**config.mk**
```make
export PLATFORM = sky130hd
export DESIGN_NAME = wb_bus_arbiter
export DESIGN_NICKNAME = d
export VERILOG_FILES = /design/src/rtl/wb_arb_pkg.sv /design/src/rtl/wb_timeout_counter.sv /design/src/rtl/wb_bus_arbiter.sv
export SDC_FILE = /design/constraint.sdc
export NUM_CORES = 1
export LEC_CHECK = 0
export BUFFER_PORTS_ARGS = -buffer_cell sky130_fd_sc_hd__buf_2
export CAP_MARGIN = 20
export CORE_AREA = 2 2 123 125
export DETAILED_ROUTE_END_ITERATION = 10
export DIE_AREA = 0 0 125 127
export REMOVE_ABC_BUFFERS = 1
export SLEW_MARGIN = 20
export SYNTH_ARGS = -nofsm -noshare
export SYNTH_HDL_FRONTEND = slang
export SYNTH_SLANG_ARGS = --single-unit
```
**constraint.sdc**
```tcl
create_clock -name clk -period 1.9 [get_ports clk]
set_clock_uncertainty 0.2 [all_clocks]
set_input_delay 0.19 -clock clk [delete_from_list [all_inputs] [get_ports clk]]
set_output_delay 0.19 -clock clk [all_outputs]
set_load 0.1 [all_outputs]
```
**src/rtl/wb_arb_pkg.sv**
```systemverilog
// Shared types and constants for the two-master Wishbone arbiter.
package wb_arb_pkg;

   typedef enum logic [1:0] {
      IDLE = 2'd0,
      OWN0 = 2'd1,
      OWN1 = 2'd2
   } arb_state_t;

   typedef logic master_idx_t;

   localparam logic [31:0] WB_TIMEOUT_DATA = 32'hBADB_0005;

endpackage

```
**src/rtl/wb_timeout_counter.sv**
```systemverilog
// Counts stalled strobe cycles; expire is high once the count reaches TIMEOUT_CYCLES.
module wb_timeout_counter
   import wb_arb_pkg::*;
#(
   parameter int unsigned TIMEOUT_CYCLES = 255
) (
   input  logic clk,
   input  logic rst,
   input  logic run,
   input  logic clear,
   output logic expire
);

   localparam int unsigned CW = (TIMEOUT_CYCLES < 1) ? 1 : $clog2(TIMEOUT_CYCLES + 1);

   logic [CW-1:0] r_count;

   always_ff @(posedge clk or posedge rst) begin
      if (rst) begin
         r_count <= '0;
      end else if (clear) begin
         r_count <= '0;
      end else if (run && !expire) begin
         r_count <= r_count + CW'(1);
      end
   end

   assign expire = (r_count == CW'(TIMEOUT_CYCLES));

endmodule

```
**src/rtl/wb_bus_arbiter.sv**
```systemverilog
// Two-master Wishbone arbiter (round-robin or fixed priority) with owner-only response routing.
// Optional stalled-access termination is built when WB_ARB_TIMEOUT_EN is defined.
module wb_bus_arbiter
   import wb_arb_pkg::*;
#(
   parameter int unsigned AW             = 32,
   parameter int unsigned DW             = 32,
   parameter int unsigned FIXED_PRIO     = 0,
   parameter int unsigned TIMEOUT_CYCLES = 255,
   localparam int unsigned SW            = DW / 8
) (
   input  logic          clk,
   input  logic          rst,
   input  logic          m0_cyc,
   input  logic          m0_stb,
   input  logic          m0_we,
   input  logic [SW-1:0] m0_sel,
   input  logic [AW-1:0] m0_adr,
   input  logic [DW-1:0] m0_dat_w,
   output logic [DW-1:0] m0_dat_r,
   output logic          m0_ack,
   input  logic          m1_cyc,
   input  logic          m1_stb,
   input  logic          m1_we,
   input  logic [SW-1:0] m1_sel,
   input  logic [AW-1:0] m1_adr,
   input  logic [DW-1:0] m1_dat_w,
   output logic [DW-1:0] m1_dat_r,
   output logic          m1_ack,
   output logic          s_cyc,
   output logic          s_stb,
   output logic          s_we,
   output logic [SW-1:0] s_sel,
   output logic [AW-1:0] s_adr,
   output logic [DW-1:0] s_dat_w,
   input  logic [DW-1:0] s_dat_r,
   input  logic          s_ack,
   output logic [1:0]    grant,
   output logic          timeout_pulse
);

   arb_state_t    r_state;
   arb_state_t    w_next;
   master_idx_t   r_last_grant;
   master_idx_t   w_next_last;
   logic          w_own0;
   logic          w_own1;
   logic          w_stb;
   logic          w_term;
   logic          w_ack;
   logic [DW-1:0] w_dat;

   always_ff @(posedge clk or posedge rst) begin
      if (rst) begin
         r_state      <= IDLE;
         r_last_grant <= 1'b1;
      end else begin
         r_state      <= w_next;
         r_last_grant <= w_next_last;
      end
   end

   // Ownership is held for the whole cyc; release hands straight over to a waiting master.
   always_comb begin
      w_next      = r_state;
      w_next_last = r_last_grant;
      case (r_state)
         IDLE: begin
            if (m0_cyc && m1_cyc) begin
               w_next = ((FIXED_PRIO != 0) || r_last_grant) ? OWN0 : OWN1;
            end else if (m0_cyc) begin
               w_next = OWN0;
            end else if (m1_cyc) begin
               w_next = OWN1;
            end
         end
         OWN0: if (!m0_cyc) w_next = m1_cyc ? OWN1 : IDLE;
         OWN1: if (!m1_cyc) w_next = m0_cyc ? OWN0 : IDLE;
         default: w_next = IDLE;
      endcase
      if (w_next == OWN0) begin
         w_next_last = 1'b0;
      end else if (w_next == OWN1) begin
         w_next_last = 1'b1;
      end
   end

   assign w_own0 = (r_state == OWN0);
   assign w_own1 = (r_state == OWN1);
   assign grant  = {w_own1, w_own0};

   always_comb begin
      s_cyc   = 1'b0;
      w_stb   = 1'b0;
      s_we    = 1'b0;
      s_sel   = '0;
      s_adr   = '0;
      s_dat_w = '0;
      if (w_own0) begin
         s_cyc   = m0_cyc;
         w_stb   = m0_stb;
         s_we    = m0_we;
         s_sel   = m0_sel;
         s_adr   = m0_adr;
         s_dat_w = m0_dat_w;
      end else if (w_own1) begin
         s_cyc   = m1_cyc;
         w_stb   = m1_stb;
         s_we    = m1_we;
         s_sel   = m1_sel;
         s_adr   = m1_adr;
         s_dat_w = m1_dat_w;
      end
   end

`ifdef WB_ARB_TIMEOUT_EN
   logic w_expire;

   wb_timeout_counter #(
      .TIMEOUT_CYCLES(TIMEOUT_CYCLES)
   ) u_timeout (
      .clk   (clk),
      .rst   (rst),
      .run   (w_stb & ~s_ack),
      .clear (s_ack | (r_state == IDLE) | (w_next != r_state) | w_expire),
      .expire(w_expire)
   );

   // A real ack in the expiry cycle wins over the forced termination.
   assign w_term = w_expire & w_stb & ~s_ack;
`else
   assign w_term = 1'b0;

   // TIMEOUT_CYCLES only shapes the optional counter.
   if (TIMEOUT_CYCLES == 0) begin : g_timeout_disabled
   end
`endif

   assign s_stb         = w_stb & ~w_term;
   assign timeout_pulse = w_term;
   assign w_ack         = s_ack | w_term;
   assign w_dat         = w_term ? DW'(WB_TIMEOUT_DATA) : s_dat_r;

   assign m0_ack   = w_ack & w_own0;
   assign m1_ack   = w_ack & w_own1;
   assign m0_dat_r = w_own0 ? w_dat : '0;
   assign m1_dat_r = w_own1 ? w_dat : '0;

endmodule

```
==> results of run 1 <==
## metal layers
metal | share of wire | GRT usage | wire length, microns | vias up
li1 | - | - | - | 1314
met1 | 0.38 | 0.131 | 4800 | 1316
met2 | 0.55 | 0.230 | 6900 | 171
met3 | 0.064 | 0.0222 | 805 | 10
met4 | 0.0071 | 0.0176 | 90 | 0
met5 | 0 | 0 | 0 | -
## metrics by stage
step           instances  power, W  TNS (ps)   util  hold slack [ps]
5_1_grt              685    0.0102    -11520  0.433             64.8
3_3_place_gp         658   0.00845         0  0.361             -140
4_1_cts              669   0.00924     -7310  0.391             49.0
6_report             685   0.00998     -5480  0.433             54.0
2_1_floorplan        155   0.00531   -605000      -             -257
3_5_place_dp         658   0.00849         0  0.361             -138
## worst min path at each step
stage	from	to	slack, ps	cells past startpoint
final	m0_cyc	r_state[0]$_DFF_PP0_	50	2
after global routing	m0_cyc	r_state[0]$_DFF_PP0_	60	2
after CTS	m0_cyc	r_state[0]$_DFF_PP0_	50	2
after detailed placement	rst	r_state[1]$_DFF_PP0_	-140	2
after global placement	rst	r_state[1]$_DFF_PP0_	-140	2
after floorplan	rst	r_state[0]$_DFF_PP0_	-260	1
## state kept, by name (all words and copies together), names as in the netlist
| signal | count |
|---|---|
| r_last_grant | 1 |
| r_state | 2 |
## placed cells by master (no fill, tap or decap), drive strengths merged
cell type,count
buf,332
a22o,71
and2,66
clkbuf,13
nor2b,3
inv,2
dfrtp,2
mux2i,1
nand2b,1
nor3b,1
a21o,1
nor2,1
o21ba,1
o21a,1
a21oi,1
ha,1
conb,1
dlygate4sd3,1
dfstp,1
## layout make-up
type,instances,area share
Tap cell,184,0.0368
Multi-Input combinational cell,150,0.262
Sequential cell,3,0.0124
Inverter,2,0.00120
Clock buffer,4,0.0126
Timing Repair Buffer,342,0.675
## power by group through the flow
stage	Clock, W	Combinational [W]	Sequential, W
2_1_floorplan	0	0.00521	0.000104
3_3_place_gp	0	0.00834	0.000114
3_5_place_dp	0	0.00837	0.000115
4_1_cts	0.000338	0.00879	0.000113
5_1_grt	0.000346	0.00976	0.000115
6_report	0.000335	0.00953	0.000113
## cell families after synthesis
logic type | synth area share
DFF | 0.0543
muxes | 0.00712
AOI/OAI and AO/OA | 0.464
other | 0.00267
and+or+nand+nor | 0.320
adders and majority gates | 0.00890
buffers and inverters | 0.143
## what timing repair did
action / CTS / global route
buffers inserted: 4 / 4
hold buffers: 1 / 0
setup endpoints to repair: 137 / 137
resized for setup: 48 / 67
cloned: 2 / 13
endpoints found under the hold margin: 3 / 0
pin swaps: 15 / 43
## critical path, stage by stage, from the launching register on
cell       delay (ps)
dfrtp_1           420
nor2b_4           170
buf_12            150
clkbuf_16         190
a22o_4            280
buf_12            160
==> results.toml, run 1 <==
[run_status]
status = "finished, violations left"
violations = "setup timing"

[setup_path]
path_max_fanout = 14
regToRegEndpoint = "r_last_grant$_DFFE_PP1P_"
end_kind = "output pin"
reg2reg_depth = 5
crit_required_ps = 1510
r2r_setup_slack_ps = 230
worstReg2RegStart = "r_state[0]$_DFF_PP0_"
critPathLaunch = "r_state[1]$_DFF_PP0_"
critPathCapture = "s_dat_w[20]"
cp.arrival_ps = 1610
worstSetupStartpointType = "flop"
worstSetupPathType = "reg2out"

[pwr]
power_density_nw_per_um2 = 1600
combPwrFrac = 0.955
irDropWorstVdd_mv = 0.851
clockPowerShare = 0.034
p_leak_nw = 3.02
pwr-share-seq = 0.011
switching_share = 0.597
power_switching_w = 0.00596
p_int_w = 0.00402

[floorplan]
fp-row-count = 44
initial_core_util = 0.0974
fp.dieW_microns = 125
die_h_microns = 127
ios = 317
core-area_sq_um = 14400
die-area_sq_um = 15900

[synth]
postSynth.asyncResetShare = 1.00
ys_ff_latch = 3
syn_inst = 182
synth_top_area_share = 0.443
syn_area_sq_um = 1410
synth_cell_types = 20
syn_area_per_cell_sq_um = 7.72
synth_area_leaders = "a22o_1 (44%), and2_1 (29%), buf_6 (5.6%)"
yosys_warnings = 0
synth_top_area_cell = "a22o_1"
ys.flop_type = "dfrtp_1"
synth_common_cells = "a22o_1 (71), and2_1 (66), buf_2 (12)"
yosysMostFrequentCell = "a22o_1"
synth_edf_count = 0
yosysSeqAreaShare = 0.0543

[layout]
diodes = 0
nNetsFinal = 680
fillCellCount = 1338
fin_area_sq_um = 6250
area_delta_synth_final_pct = 345
multi_input_area_sq_um = 1640
drive_gt1_frac = 0.896
seqCellArea_sq_um = 77.6

[job]
max-cap-violations = 0

[drt]
num_vias = 2811
drt_iter0_markers = 95
final_antenna_net_count = 0
routed_wl_microns = 12600
wire_per_inst_microns = 18.4
vias_per_cell = 4.10
drcViolationCount = 0
firstDrtPassIters = 4

[cts]
cts_tree = "done"
cts_sinks = 3
cts_made_buffers = 3
cts.clk_slew.worst_paths_ps = 30
cts_root_buffer = "clkbuf_16"
clock_latency_ps = 220
clockBufferDepth = 2
h-tree-depth = 1

[global_routing]
antenna_found_initial = 0
grt_overflow = 0
grt_pass1_wl_microns = 15000
grt.total_usage = 0.116
grt_max_degree = 56
grt_pass1_vias = 2709

[sta]
min_period_over_period = 1.05
rsz0062_at_grt = "yes"
setup_violations = 114
fmax_mhz = 501
hold_viol = 0
slew_viol_final = 0
period_minus_slack_ps = 2000
fin_ws_ps = -96.8

[placement]
hpwl_microns = 8190
routabilityCongestion = 0.780
dpl-instance-area_sq_um = 5200
io_buffer_count = 315
pre_cts_ws_ps = 99.2

[min_path]
hp-class = "in2reg"
Note: power is estimated with default switching activity, not from simulation.
==> run 2, diff against run 1 <==
--- a/config.mk
+++ b/config.mk
@@ -7,9 +7,13 @@
 export LEC_CHECK = 0
 export BUFFER_PORTS_ARGS = -buffer_cell sky130_fd_sc_hd__buf_2
 export CAP_MARGIN = 20
-export CORE_AREA = 2 2 123 125
+export CELL_PAD_IN_SITES_DETAIL_PLACEMENT = 0
+export CELL_PAD_IN_SITES_GLOBAL_PLACEMENT = 1
+export CORE_AREA = 2 2 122 124
 export DETAILED_ROUTE_END_ITERATION = 10
-export DIE_AREA = 0 0 125 127
+export DIE_AREA = 0 0 124 126
+export PLACE_DENSITY_LB_ADDON = 0.1
+export RECOVER_POWER = 25
 export REMOVE_ABC_BUFFERS = 1
 export SLEW_MARGIN = 20
 export SYNTH_ARGS = -nofsm -noshare
==> results.toml, run 2 (synthesis gave the netlist of run 1 again) <==
[min_path]
hp-class = "in2reg"
whs_path_depth = 2

[global_routing]
antenna_found_initial = 1
grt_pass1_wl_microns = 16500
grt_overflow = 0
grt.total_usage = 0.139
grt_pass1_vias = 2774
grt_max_degree = 30

[pwr]
p_leak_nw = 3.08
combPwrFrac = 0.956
irDropWorstVdd_mv = 0.589
switching_share = 0.592
clockPowerShare = 0.034
power_density_nw_per_um2 = 1590
power_switching_w = 0.00599
p_int_w = 0.00413
pwr-share-seq = 0.011

[placement]
pre_cts_ws_ps = 114
io_buffer_count = 315
routabilityCongestion = 0.811
hpwl_microns = 8900

[setup_path]
critPathMaxStageDelay_ps = 430
cp.arrival_ps = 1570
path_delay_family = "buffers and inverters"
cp.depth = 5
path_common_cell = "buf_12"
critPathBufInv = 3
worstSetupPathType = "reg2out"
reg2reg_depth = 6
crit_required_ps = 1510
cp_slowest_cell = "dfrtp_2"
worstPathCellList = "nor2b_4 > buf_12 > buf_16 > a22o_1 > buf_12"
worstSetupStartpointType = "flop"
path_max_fanout = 12
end_kind = "output pin"

[job]
max-cap-violations = 0

[drt]
wire_per_inst_microns = 19.2
firstDrtPassIters = 3
drt_iter0_markers = 53
final_antenna_net_count = 0
vias_per_cell = 4.08
routed_wl_microns = 13300
drcViolationCount = 0
num_vias = 2824

[floorplan]
ios = 317
fp-row-count = 44
core-area_sq_um = 14300
fp.dieW_microns = 124
die-area_sq_um = 15600
initial_core_util = 0.0982
die_h_microns = 126

[sta]
rsz0062_at_grt = "yes"
period_minus_slack_ps = 1960
hold_viol = 0
min_period_over_period = 1.03
fmax_mhz = 509
fin_ws_ps = -64.0
setup_violations = 90
slew_viol_final = 0
setup_tns_ps = -2760

[cts]
cts_tree = "done"
clock_latency_ps = 230
cts_root_buffer = "clkbuf_16"
cts.clk_slew.worst_paths_ps = 30
h-tree-depth = 1
cts_sinks = 3
clockBufferDepth = 2
cts_made_buffers = 3

[layout]
area_delta_synth_final_pct = 353
largest_reg_flops = 2
top_regs = "r_state: 2 flops, r_last_grant: 1 flops"
top_register = "r_state"
nNetsFinal = 687
final_common_cell = "buf_2"
final_cell_mix = "buf_2 (176), buf_12 (145), and2_4 (62)"
drive_gt1_frac = 0.902

[run_status]
violations = "setup timing"
status = "finished, violations left"
==> run 2: power groups by stage <==
stage                     Sequential [W]  Clock (W)  Combinational [W]
after floorplan                 0.000104          0            0.00521
after global placement          0.000115          0            0.00841
after detailed placement        0.000117          0            0.00842
after CTS                       0.000111   0.000348            0.00908
after global routing            0.000113   0.000356            0.00992
final                           0.000109   0.000340            0.00967
==> run 2: final timing paths <==
path	startpoint	end	slack [ps]
worst max-delay path	r_state[0]$_DFF_PP0_	s_stb	-60
worst min-delay path	m0_cyc	r_state[0]$_DFF_PP0_	70
worst max register to register	r_state[1]$_DFF_PP0_	r_last_grant$_DFFE_PP1P_	190
worst min register to register	r_last_grant$_DFFE_PP1P_	r_last_grant$_DFFE_PP1P_	290
max in group asynchronous	rst	r_last_grant$_DFFE_PP1P_	1110
min in group asynchronous	rst	r_state[1]$_DFF_PP0_	180
==> run 2: metrics by stage <==
stage,std cells,total power [W],utilization,instance area [sq um],hold WS [ps]
floorplan,155,0.00531,-,1210,-257
global placement,659,0.00852,0.364,5210,-140
detailed placement,659,0.00853,0.364,5210,-137
CTS,679,0.00954,0.404,5790,58.1
global route,692,0.0104,0.444,6360,71.7
finish,693,0.0101,0.444,6360,65.6
==> run 2: cell type report <==
class	instances	area [sq um]
tap	184	230
antenna	1	2.50
timing repair buffer	349	4310
inverter	2	7.51
multi-input combinational	150	1650
clock buffer	4	78.8
sequential	3	77.6
fill	1338	7960
==> run 2: what timing repair did <==
item / 4_1_cts / 5_1_grt
setup buffers: 9 / 3
gates resized for setup: 65 / 56
pin swaps: 16 / 25
endpoints found under the hold margin: 3 / 0
hold buffers: 1 / 0
cloned: 6 / 12
endpoints found under the setup margin: 137 / 132
==> run 2: per-layer routing <==
| metal | vias to the layer above | GRT usage | part of all wire |
|---|---|---|---|
| li1 | 1332 | - | - |
| met1 | 1328 | 0.144 | 0.36 |
| met2 | 157 | 0.277 | 0.55 |
| met3 | 7 | 0.0380 | 0.093 |
| met4 | 0 | 0.0185 | 0.0036 |
| met5 | - | 0 | 0 |
==> run 3, diff against run 2 <==
==> constraint.sdc (replaced) <==
create_clock -name clk -period 2.2 [get_ports clk]
set_clock_uncertainty 0.2 [all_clocks]
set_input_delay 0.22 -clock clk [delete_from_list [all_inputs] [get_ports clk]]
set_output_delay 0.22 -clock clk [all_outputs]
set_load 0.1 [all_outputs]
==> results.toml, run 3 (synthesis gave the netlist of run 1 again) <==
[drt]
final_antenna_net_count = 0
firstDrtPassIters = 3
wire_per_inst_microns = 15.8
drt_iter0_markers = 98
num_vias = 2548
drcViolationCount = 0
routed_wl_microns = 10500
vias_per_cell = 3.84

[global_routing]
grt.total_usage = 0.121
grt_pass1_vias = 2502
grt_overflow = 0
antenna_found_initial = 1
grt_max_degree = 65
grt_pass1_wl_microns = 14600

[sta]
fmax_mhz = 485
hold_viol = 0
period_minus_slack_ps = 2060
rsz0062_at_grt = "no"
setup_violations = 0
fin_ws_ps = 136
slew_viol_final = 0
min_period_over_period = 0.938
whs_ps = 77.3

[min_path]
hp-class = "in2reg"
holdCritStartpoint = "m0_cyc"

[cts]
clockBufferDepth = 2
cts.clk_slew.worst_paths_ps = 30
h-tree-depth = 1
postCtsSetupRepairBufs = 0
cts_tree = "done"
clock_latency_ps = 220
cts_root_buffer = "clkbuf_16"
cts_sinks = 3
cts_made_buffers = 3

[setup_path]
critPathMaxStageDelay_ps = 420
critPathLaunch = "r_state[1]$_DFF_PP0_"
path_common_cell = "buf_12"
worstSetupPathType = "reg2out"
path_max_fanout = 64
crit_required_ps = 1780
cp.arrival_ps = 1640
cp_slowest_cell = "dfrtp_1"
worstSetupStartpointType = "flop"
end_kind = "output pin"
worstReg2RegStart = "r_state[0]$_DFF_PP0_"
worstPathCellList = "nor2b_4 > buf_12 > a22o_1 > buf_12"

[layout]
nNetsFinal = 658
largest_reg_flops = 2
top_register = "r_state"
final_common_cell = "buf_2"
area_delta_synth_final_pct = 274
fin_util = 0.367
final_cell_mix = "buf_2 (176), buf_12 (139), a22o_1 (71)"
drive_gt1_frac = 0.681
top_regs = "r_state: 2 flops, r_last_grant: 1 flops"

[floorplan]
die_h_microns = 126
core-area_sq_um = 14300
ios = 317
initial_core_util = 0.0982
fp.dieW_microns = 124
die-area_sq_um = 15600
fp-row-count = 44

[pwr]
total_power_w = 0.00755
irDropWorstVdd_mv = 0.547
power_density_nw_per_um2 = 1440
p_leak_nw = 2.49

[placement]
pre_cts_ws_ps = 359
hpwl_microns = 8900
routabilityCongestion = 0.800
io_buffer_count = 315

[job]
max-cap-violations = 0

[run_status]
status = "completed"
[run 3: cell count changes in the layout (fill, tap and decap cells not counted), sizes merged]
cell    change
clkbuf      -8
buf        -21
[run 3: critical path: cells and delay by family, from the launching register on]
kind	cells	cell delay, ps
buffers and inverters	2	460
AND/OR/NAND/NOR	1	220
flip-flops	1	420
AO/OA/AOI/OAI	1	250
[run 3: area by class of cell]
| cell class | instances | area (sq um) |
|---|---|---|
| fillers | 1442 | 9060 |
| repair buffers | 320 | 3710 |
| multi-input cells | 150 | 1140 |
| well taps | 184 | 230 |
| clock buffers | 4 | 78.8 |
| flip-flops and latches | 3 | 76.3 |
| inverters | 2 | 7.51 |
| diodes | 1 | 2.50 |
[run 3: stage by stage]
stage,area [sq um],instances,TNS [ps]
2_1_floorplan,1210,155,-567470
6_report,5250,664,0
4_1_cts,5290,663,0
5_1_grt,5250,663,0
3_3_place_gp,5200,658,0
3_5_place_dp,5200,658,0
[run 3: layer usage]
layer  GRT usage  vias up  share of wire
met2       0.243      151           0.56
met1       0.124     1133           0.32
met5           0        -              0
met4      0.0139        0         0.0044
li1            -     1259              -
met3      0.0367        5           0.11
[run 3: worst paths after layout]
kind	endpoint	slack, ps	cells past startpoint
worst max-delay path	s_dat_w[5]	140	4
worst min-delay path	r_state[0]$_DFF_PP0_	80	2
max in group asynchronous	r_last_grant$_DFFE_PP1P_	1370	3
worst min register to register	r_last_grant$_DFFE_PP1P_	270	2
worst max register to register	r_last_grant$_DFFE_PP1P_	630	4
min in group asynchronous	r_state[1]$_DFF_PP0_	220	3
[run 3: what timing repair did]
action,4_1_cts,5_1_grt
hold buffers,1,0
resized for setup,0,0
endpoints found under the hold margin,3,0
[run 3: where the power goes]
group / leakage, nW / switching (W) / total (W) / internal (W)
Combinational: 2.41 / 0.00476 / 0.00717 / 0.00241
Sequential: 0.0356 / 0.0000209 / 0.0000984 / 0.0000775
Clock: 0.0382 / 0.0000488 / 0.000288 / 0.000239
Total: 2.49 / 0.00483 / 0.00755 / 0.00272
